===== config.mk =====
export PLATFORM = sky130hd
export DESIGN_NAME = fp_mul_pipe
export DESIGN_NICKNAME = d
export VERILOG_FILES = /design/src/rtl/fp_mul_pipe.sv
export SDC_FILE = /design/constraint.sdc
export NUM_CORES = 2
export LEC_CHECK = 0
export CELL_PAD_IN_SITES_DETAIL_PLACEMENT = 1
export CELL_PAD_IN_SITES_GLOBAL_PLACEMENT = 2
export CORE_AREA = 3 3 261 263
export CTS_CLUSTER_SIZE = 28
export DETAILED_ROUTE_END_ITERATION = 10
export DIE_AREA = 0 0 264 266
export PLACE_DENSITY = 0.93
export SYNTH_ARGS = -nofsm -noshare
export SYNTH_HDL_FRONTEND = slang
export SYNTH_SLANG_ARGS = --single-unit

===== constraint.sdc =====
create_clock -name clk -period 8.5 [get_ports clk]
set_input_delay 1.7 -clock clk [delete_from_list [all_inputs] [get_ports clk]]
set_output_delay 1.7 -clock clk [all_outputs]
set_load 0.005 [all_outputs]

===== src/rtl/fp_mul_pipe.sv =====
// Three-stage pipelined floating-point multiplier with valid/ready flow control.
// Subnormals flush to zero on input and output; rounding is round-to-nearest-even.
module fp_mul_pipe #(
  parameter int unsigned EXP_W  = 8,
  parameter int unsigned FRAC_W = 23
) (
  input  logic                        clk,
  input  logic                        reset_n,
  input  logic                        in_valid,
  output logic                        in_ready,
  input  logic [1+EXP_W+FRAC_W-1:0]   a,
  input  logic [1+EXP_W+FRAC_W-1:0]   b,
  output logic                        out_valid,
  input  logic                        out_ready,
  output logic [1+EXP_W+FRAC_W-1:0]   result,
  output logic                        overflow,
  output logic                        underflow,
  output logic                        invalid
);

  localparam int unsigned W    = 1 + EXP_W + FRAC_W;
  localparam int unsigned MW   = FRAC_W + 1;
  localparam int unsigned PW   = 2 * MW;
  localparam int unsigned EW   = EXP_W + 2;
  localparam int unsigned BIAS = (1 << (EXP_W - 1)) - 1;
  localparam logic [EXP_W-1:0]     EXP_ONES = '1;
  localparam logic signed [EW-1:0] EXP_SAT  = EW'((1 << EXP_W) - 1);

  // A stalled output freezes every stage, bubbles included
  logic stall;
  assign stall    = out_valid & ~out_ready;
  assign in_ready = ~stall;

  logic [EXP_W-1:0]  a_exp, b_exp;
  logic [FRAC_W-1:0] a_frac, b_frac;
  logic a_zero, a_inf, a_nan, b_zero, b_inf, b_nan;

  assign a_exp  = a[W-2 -: EXP_W];
  assign b_exp  = b[W-2 -: EXP_W];
  assign a_frac = a[FRAC_W-1:0];
  assign b_frac = b[FRAC_W-1:0];
  assign a_zero = (a_exp == '0);
  assign b_zero = (b_exp == '0);
  assign a_inf  = (a_exp == EXP_ONES) && (a_frac == '0);
  assign b_inf  = (b_exp == EXP_ONES) && (b_frac == '0);
  assign a_nan  = (a_exp == EXP_ONES) && (a_frac != '0);
  assign b_nan  = (b_exp == EXP_ONES) && (b_frac != '0);

  // Stage 1: operand capture and pairwise classification
  logic              s1_valid, s1_sign, s1_nan, s1_inf, s1_zero;
  logic [EXP_W-1:0]  s1_ea, s1_eb;
  logic [FRAC_W-1:0] s1_fa, s1_fb;

  always_ff @(posedge clk) begin
    if (!reset_n) begin
      s1_valid <= 1'b0;
      s1_sign  <= 1'b0;
      s1_nan   <= 1'b0;
      s1_inf   <= 1'b0;
      s1_zero  <= 1'b0;
      s1_ea    <= '0;
      s1_eb    <= '0;
      s1_fa    <= '0;
      s1_fb    <= '0;
    end else if (!stall) begin
      s1_valid <= in_valid;
      s1_sign  <= a[W-1] ^ b[W-1];
      s1_nan   <= a_nan | b_nan | (a_inf & b_zero) | (b_inf & a_zero);
      s1_inf   <= a_inf | b_inf;
      s1_zero  <= a_zero | b_zero;
      s1_ea    <= a_exp;
      s1_eb    <= b_exp;
      s1_fa    <= a_frac;
      s1_fb    <= b_frac;
    end
  end

  // Stage 2 combinational: special-value result selection
  logic         spec, spec_inv;
  logic [W-1:0] spec_res;

  always_comb begin
    spec     = 1'b1;
    spec_inv = 1'b0;
    spec_res = '0;
    if (s1_nan) begin
      spec_inv = 1'b1;
      spec_res = {1'b0, EXP_ONES, 1'b1, {(FRAC_W-1){1'b0}}};
    end else if (s1_inf) begin
      spec_res = {s1_sign, EXP_ONES, {FRAC_W{1'b0}}};
    end else if (s1_zero) begin
      spec_res = {s1_sign, {(W-1){1'b0}}};
    end else begin
      spec = 1'b0;
    end
  end

  // Stage 2: mantissa product and biased exponent sum
  logic                 s2_valid, s2_sign, s2_spec, s2_spec_inv;
  logic [W-1:0]         s2_spec_res;
  logic [PW-1:0]        s2_prod;
  logic signed [EW-1:0] s2_exp;

  always_ff @(posedge clk) begin
    if (!reset_n) begin
      s2_valid    <= 1'b0;
      s2_sign     <= 1'b0;
      s2_spec     <= 1'b0;
      s2_spec_inv <= 1'b0;
      s2_spec_res <= '0;
      s2_prod     <= '0;
      s2_exp      <= '0;
    end else if (!stall) begin
      s2_valid    <= s1_valid;
      s2_sign     <= s1_sign;
      s2_spec     <= spec;
      s2_spec_inv <= spec_inv;
      s2_spec_res <= spec_res;
      s2_prod     <= PW'({1'b1, s1_fa}) * PW'({1'b1, s1_fb});
      s2_exp      <= EW'(s1_ea) + EW'(s1_eb) - EW'(BIAS);
    end
  end

  // Stage 3 combinational: normalise, round to nearest even, saturate, pack
  logic                 norm, guard_bit, sticky, round_up, carry;
  logic [PW-1:0]        prod_n;
  logic [FRAC_W-1:0]    frac_r;
  logic signed [EW-1:0] exp_r;
  logic [W-1:0]         nxt_result;
  logic                 nxt_ovf, nxt_unf, nxt_inv;

  always_comb begin
    norm       = s2_prod[PW-1];
    prod_n     = norm ? s2_prod : (s2_prod << 1);
    guard_bit  = prod_n[FRAC_W];
    sticky     = |prod_n[FRAC_W-1:0];
    round_up   = guard_bit & (sticky | prod_n[FRAC_W+1]);
    // Rounding carries out only when the kept mantissa is all ones
    carry      = round_up & (&prod_n[PW-1 -: MW]);
    frac_r     = prod_n[PW-2 -: FRAC_W] + FRAC_W'(round_up);
    exp_r      = s2_exp + EW'(norm) + EW'(carry);
    nxt_ovf    = 1'b0;
    nxt_unf    = 1'b0;
    nxt_inv    = 1'b0;
    nxt_result = {s2_sign, exp_r[EXP_W-1:0], frac_r};
    if (s2_spec) begin
      nxt_result = s2_spec_res;
      nxt_inv    = s2_spec_inv;
    end else if (exp_r >= EXP_SAT) begin
      nxt_result = {s2_sign, EXP_ONES, {FRAC_W{1'b0}}};
      nxt_ovf    = 1'b1;
    end else if (exp_r[EW-1] || (exp_r == '0)) begin
      nxt_result = {s2_sign, {(W-1){1'b0}}};
      nxt_unf    = 1'b1;
    end
  end

  // Stage 3: output register, held while the consumer stalls
  always_ff @(posedge clk) begin
    if (!reset_n) begin
      out_valid <= 1'b0;
      result    <= '0;
      overflow  <= 1'b0;
      underflow <= 1'b0;
      invalid   <= 1'b0;
    end else if (!stall) begin
      out_valid <= s2_valid;
      result    <= nxt_result;
      overflow  <= nxt_ovf;
      underflow <= nxt_unf;
      invalid   <= nxt_inv;
    end
  end

endmodule


==> impl_metrics.csv <==
group,metric,value,unit
floorplan,start_util,0.399,
floorplan,rows,94,
timing,worst_slew_pin_slew,1.30,ns
timing,slew-limit-headroom,0.127,
placement,dp.cells,3956,
worst_setup_path,cp_common_cell,"fa_1",
worst_setup_path,cp.arrival,8.06,ns
floorplan,die_area,70200,µm²
flow_run,max_cap_viol_count,0,
worst_setup_path,cp_slowest_cell,"dfxtp_1",
synthesis,synth_top_flop_cell,"dfxtp_1",
hold_path,min_path_type,"flop to flop",
worst_setup_path,crit_type,"flop to flop",
timing,worst_clock_skew,0.0258,ns
detailed_routing,viasPerCell,5.29,
synthesis,syn_inst,3096,
detailed_routing,vias,21100,
synthesis,synth-compound-area-share,0.0942,
synthesis,yosysWarnings,0,
floorplan,die_width,264,µm
worst_setup_path,cpPeakStageDelay,0.73,ns
synthesis,synth-edff-count,0,
timing,finalMaxSlewViolations,0,
power_and_ir_drop,p_leak,13.7,nW
power_and_ir_drop,powerDensity,206,nW/µm²
detailed_routing,wl_per_cell,20.9,µm
synthesis,yosys.area_share.simple,0.180,
floorplan,die_y,266,µm
placement,routabilityCongestion,0.894,
worst_setup_path,startpoint_type,"flop",
detailed_routing,ant_nets,0,
clocking,post_cts_buffers,0,
synthesis,syn_area,26300,µm²
cells_and_area,postLayoutCoreUtil,0.438,
clocking,cts-root-buf,"clkbuf_16",
global_route,antenna_found_initial,3,
clocking,numCtsBuffers,17,
clocking,post_cts_resized,0,
timing,hold_viol,0,
clocking,clk_pin_slew,0.09,ns
global_route,grt_first_pass_wirelength,134,mm
placement,portBuffers,104,
clocking,cts_sinks,167,
synthesis,syn_nets,3839,
synthesis,synth_area_per_cell,8.49,µm²
timing,grt_setup_unrepaired,"false",
synthesis,synth_seq_cells,167,
timing,fmax,0.129,GHz
timing,period_needed,7.72,ns
synthesis,yosys-top-cells-area,"fa_1, dfxtp_1, ha_1",
clocking,clk_latency,0.49,ns
clocking,htree_levels,4,
synthesis,synth_xor_area_frac,0.0217,
power_and_ir_drop,irDropWorstVdd,150,µV
floorplan,ios,105,
timing,setup_tns,0,ns
synthesis,synth_most_common_cell,"inv_1",
placement,hpwl,68.0,mm
run_status,status,"completed",
worst_setup_path,ff2ff_setup_slack,0.78,ns
cells_and_area,final_layout_size_suffix_gt1_frac,0.0375,
timing,fin_crit_sh,0.909,
worst_setup_path,path_max_fanout,17,
worst_setup_path,required,8.83,ns
synthesis,synthArstFlopShare,0,
worst_setup_path,setup.worst_path.end_class,"flop",
detailed_routing,drt-initial-drc-count,1221,
synthesis,ys_seq_area_frac,0.127,
timing,setup_viol,0,
detailed_routing,firstDrtPassIters,5,
floorplan,core-area,65900,µm²
detailed_routing,remaining_drc_errors,0,
detailed_routing,drt_wl_total,83.3,mm
synthesis,synth_top_family_by_area,"adder cells",
placement,post_dp_cell_area,28200,µm²
cells_and_area,final_cells,3990,
clocking,cts_hold_buf,0,
worst_setup_path,crit_path_cell_trace,"clkinv_1 -> nor2_1 -> fa_1 -> fa_1 -> inv_1 -> fa_1 -> fa_1 -> inv_1 -> fa_1 -> fa_1 -> inv_1 -> fa_1 -> inv_1 -> ha_1 -> a21o_1 -> o21bai_1 -> a21o_1 -> a31oi_1 -> a21oi_1 -> a21oi_1 -> o21ai_0 -> xnor2_1 -> o21ai_0",
synthesis,ys_types,75,
synthesis,synth_mux_area_frac,0.00386,
global_route,track_usage,0.246,
synthesis,synth_fa_ha_area_frac,0.460,
worst_setup_path,path_delay_family,"adder cells",
cells_and_area,num-nets-final,3854,
cells_and_area,finish.instance_area,28800,µm²
worst_setup_path,crit_buf_inv,5,
synthesis,synth_top_area_cell,"fa_1",
clocking,cts_tree,"done",
clocking,clockBufferDepth,2,
global_route,gr-total-overflow,0,
global_route,grt_pass1_vias,23349,
global_route,grt_max_degree,95,
synthesis,synthTopCellsByCount,"inv_1, nand2_1, fa_1",
synthesis,yosysTopAreaCellShare,0.369,
cells_and_area,syn_to_final_growth,9.78,%
## where the power goes
| part | internal, mW | switching [mW] | leakage (nW) | total (mW) |
|---|---|---|---|---|
| clock network | 0.431 | 0.422 | 0.303 | 0.854 |
| logic | 1.60 | 2.40 | 12.0 | 3.99 |
| registers | 0.917 | 0.191 | 1.38 | 1.11 |
| total | 2.94 | 3.01 | 13.7 | 5.95 |
## placed cells by master (no fill, tap or decap), types with 9 or more instances in the layout
cell type          n
inv_1            601
nand2_1          522
fa_1             484
and2_1           235
ha_1             191
a21oi_1          178
dfxtp_1          166
nor2_1           104
clkdlybuf4s50_1  104
buf_4             65
o21ai_0           51
xnor2_1           44
nand3_1           41
a21o_1            27
a211oi_1          23
xor2_1            21
nand4_1           17
a31oi_1           17
clkbuf_16         17
nor4_1            16
a22o_1            16
nor3_1            13
o21bai_1          11
and3_1            10
nor2b_1            9
mux2i_1            9
a311oi_1           9
## flip-flops by register name, summed over array words and instances (netlist names), 3 cells and up
signal       cells
s1_ea            8
s1_eb            8
s2_prod         48
s1_fa           23
s2_spec_res      3
s2_exp          10
s1_fb           23
result          32
## per-stage QoR
| step | hold slack, ns | worst slack (ns) | power, mW |
|---|---|---|---|
| after floorplan | 0.425 | 1.67 | 3.85 |
| after global placement | 0.438 | 1.06 | 4.99 |
| after detailed placement | 0.450 | 0.951 | 5.03 |
| after CTS | 0.459 | 0.850 | 5.97 |
| after global routing | 0.474 | 0.351 | 6.56 |
| final | 0.454 | 0.777 | 5.95 |
## layout make-up
class / instances / area, µm²
Antenna cell: 2 / 5.00
Clock buffer: 18 / 439
Clock inverter: 14 / 179
Fill cell: 7826 / 37000
Inverter: 607 / 2280
Multi-Input combinational cell: 2149 / 20000
Sequential cell: 167 / 3340
Tap cell: 864 / 1080
Timing Repair Buffer: 169 / 1530
## path summary, 6_finish.rpt
check             startpoint           to  cells after the start
hold / removal      s2_valid     s2_valid                      2
setup reg to reg    s1_fb[0]  s2_prod[43]                     23
hold reg to reg     s2_valid     s2_valid                      2
setup / recovery    s1_fb[0]  s2_prod[43]                     23
## worst reg2reg max path, delay by kind of cell (launching register included)
kind | cells | cell delay, ns
adder cells (fa/ha/maj) | 8 | 4.07
AO/OA/AOI/OAI | 8 | 1.61
buffers and inverters | 5 | 0.73
flip-flops | 1 | 0.73
AND/OR/NAND/NOR | 1 | 0.30
XOR/XNOR | 1 | 0.15
## routing by layer
metal | global-route usage | part of all wire | up-vias
li1 | - | - | 9520
met1 | 0.338 | 0.44 | 10809
met2 | 0.391 | 0.45 | 654
met3 | 0.0569 | 0.079 | 115
met4 | 0.0691 | 0.026 | 2
met5 | 0.00946 | 0.0011 | -
## kinds of logic (layout without fill, tap and decap cells)
logic type	after synthesis	count (layout)
adders and majority gates	675	675
other	0	2
muxes	10	10
AOI/OAI and AO/OA	391	391
DFF	167	167
buffers and inverters	780	808
and+or+nand+nor	1008	1008
xor gates and xnor gates	65	65
Note: power is estimated with default switching activity, not from simulation.
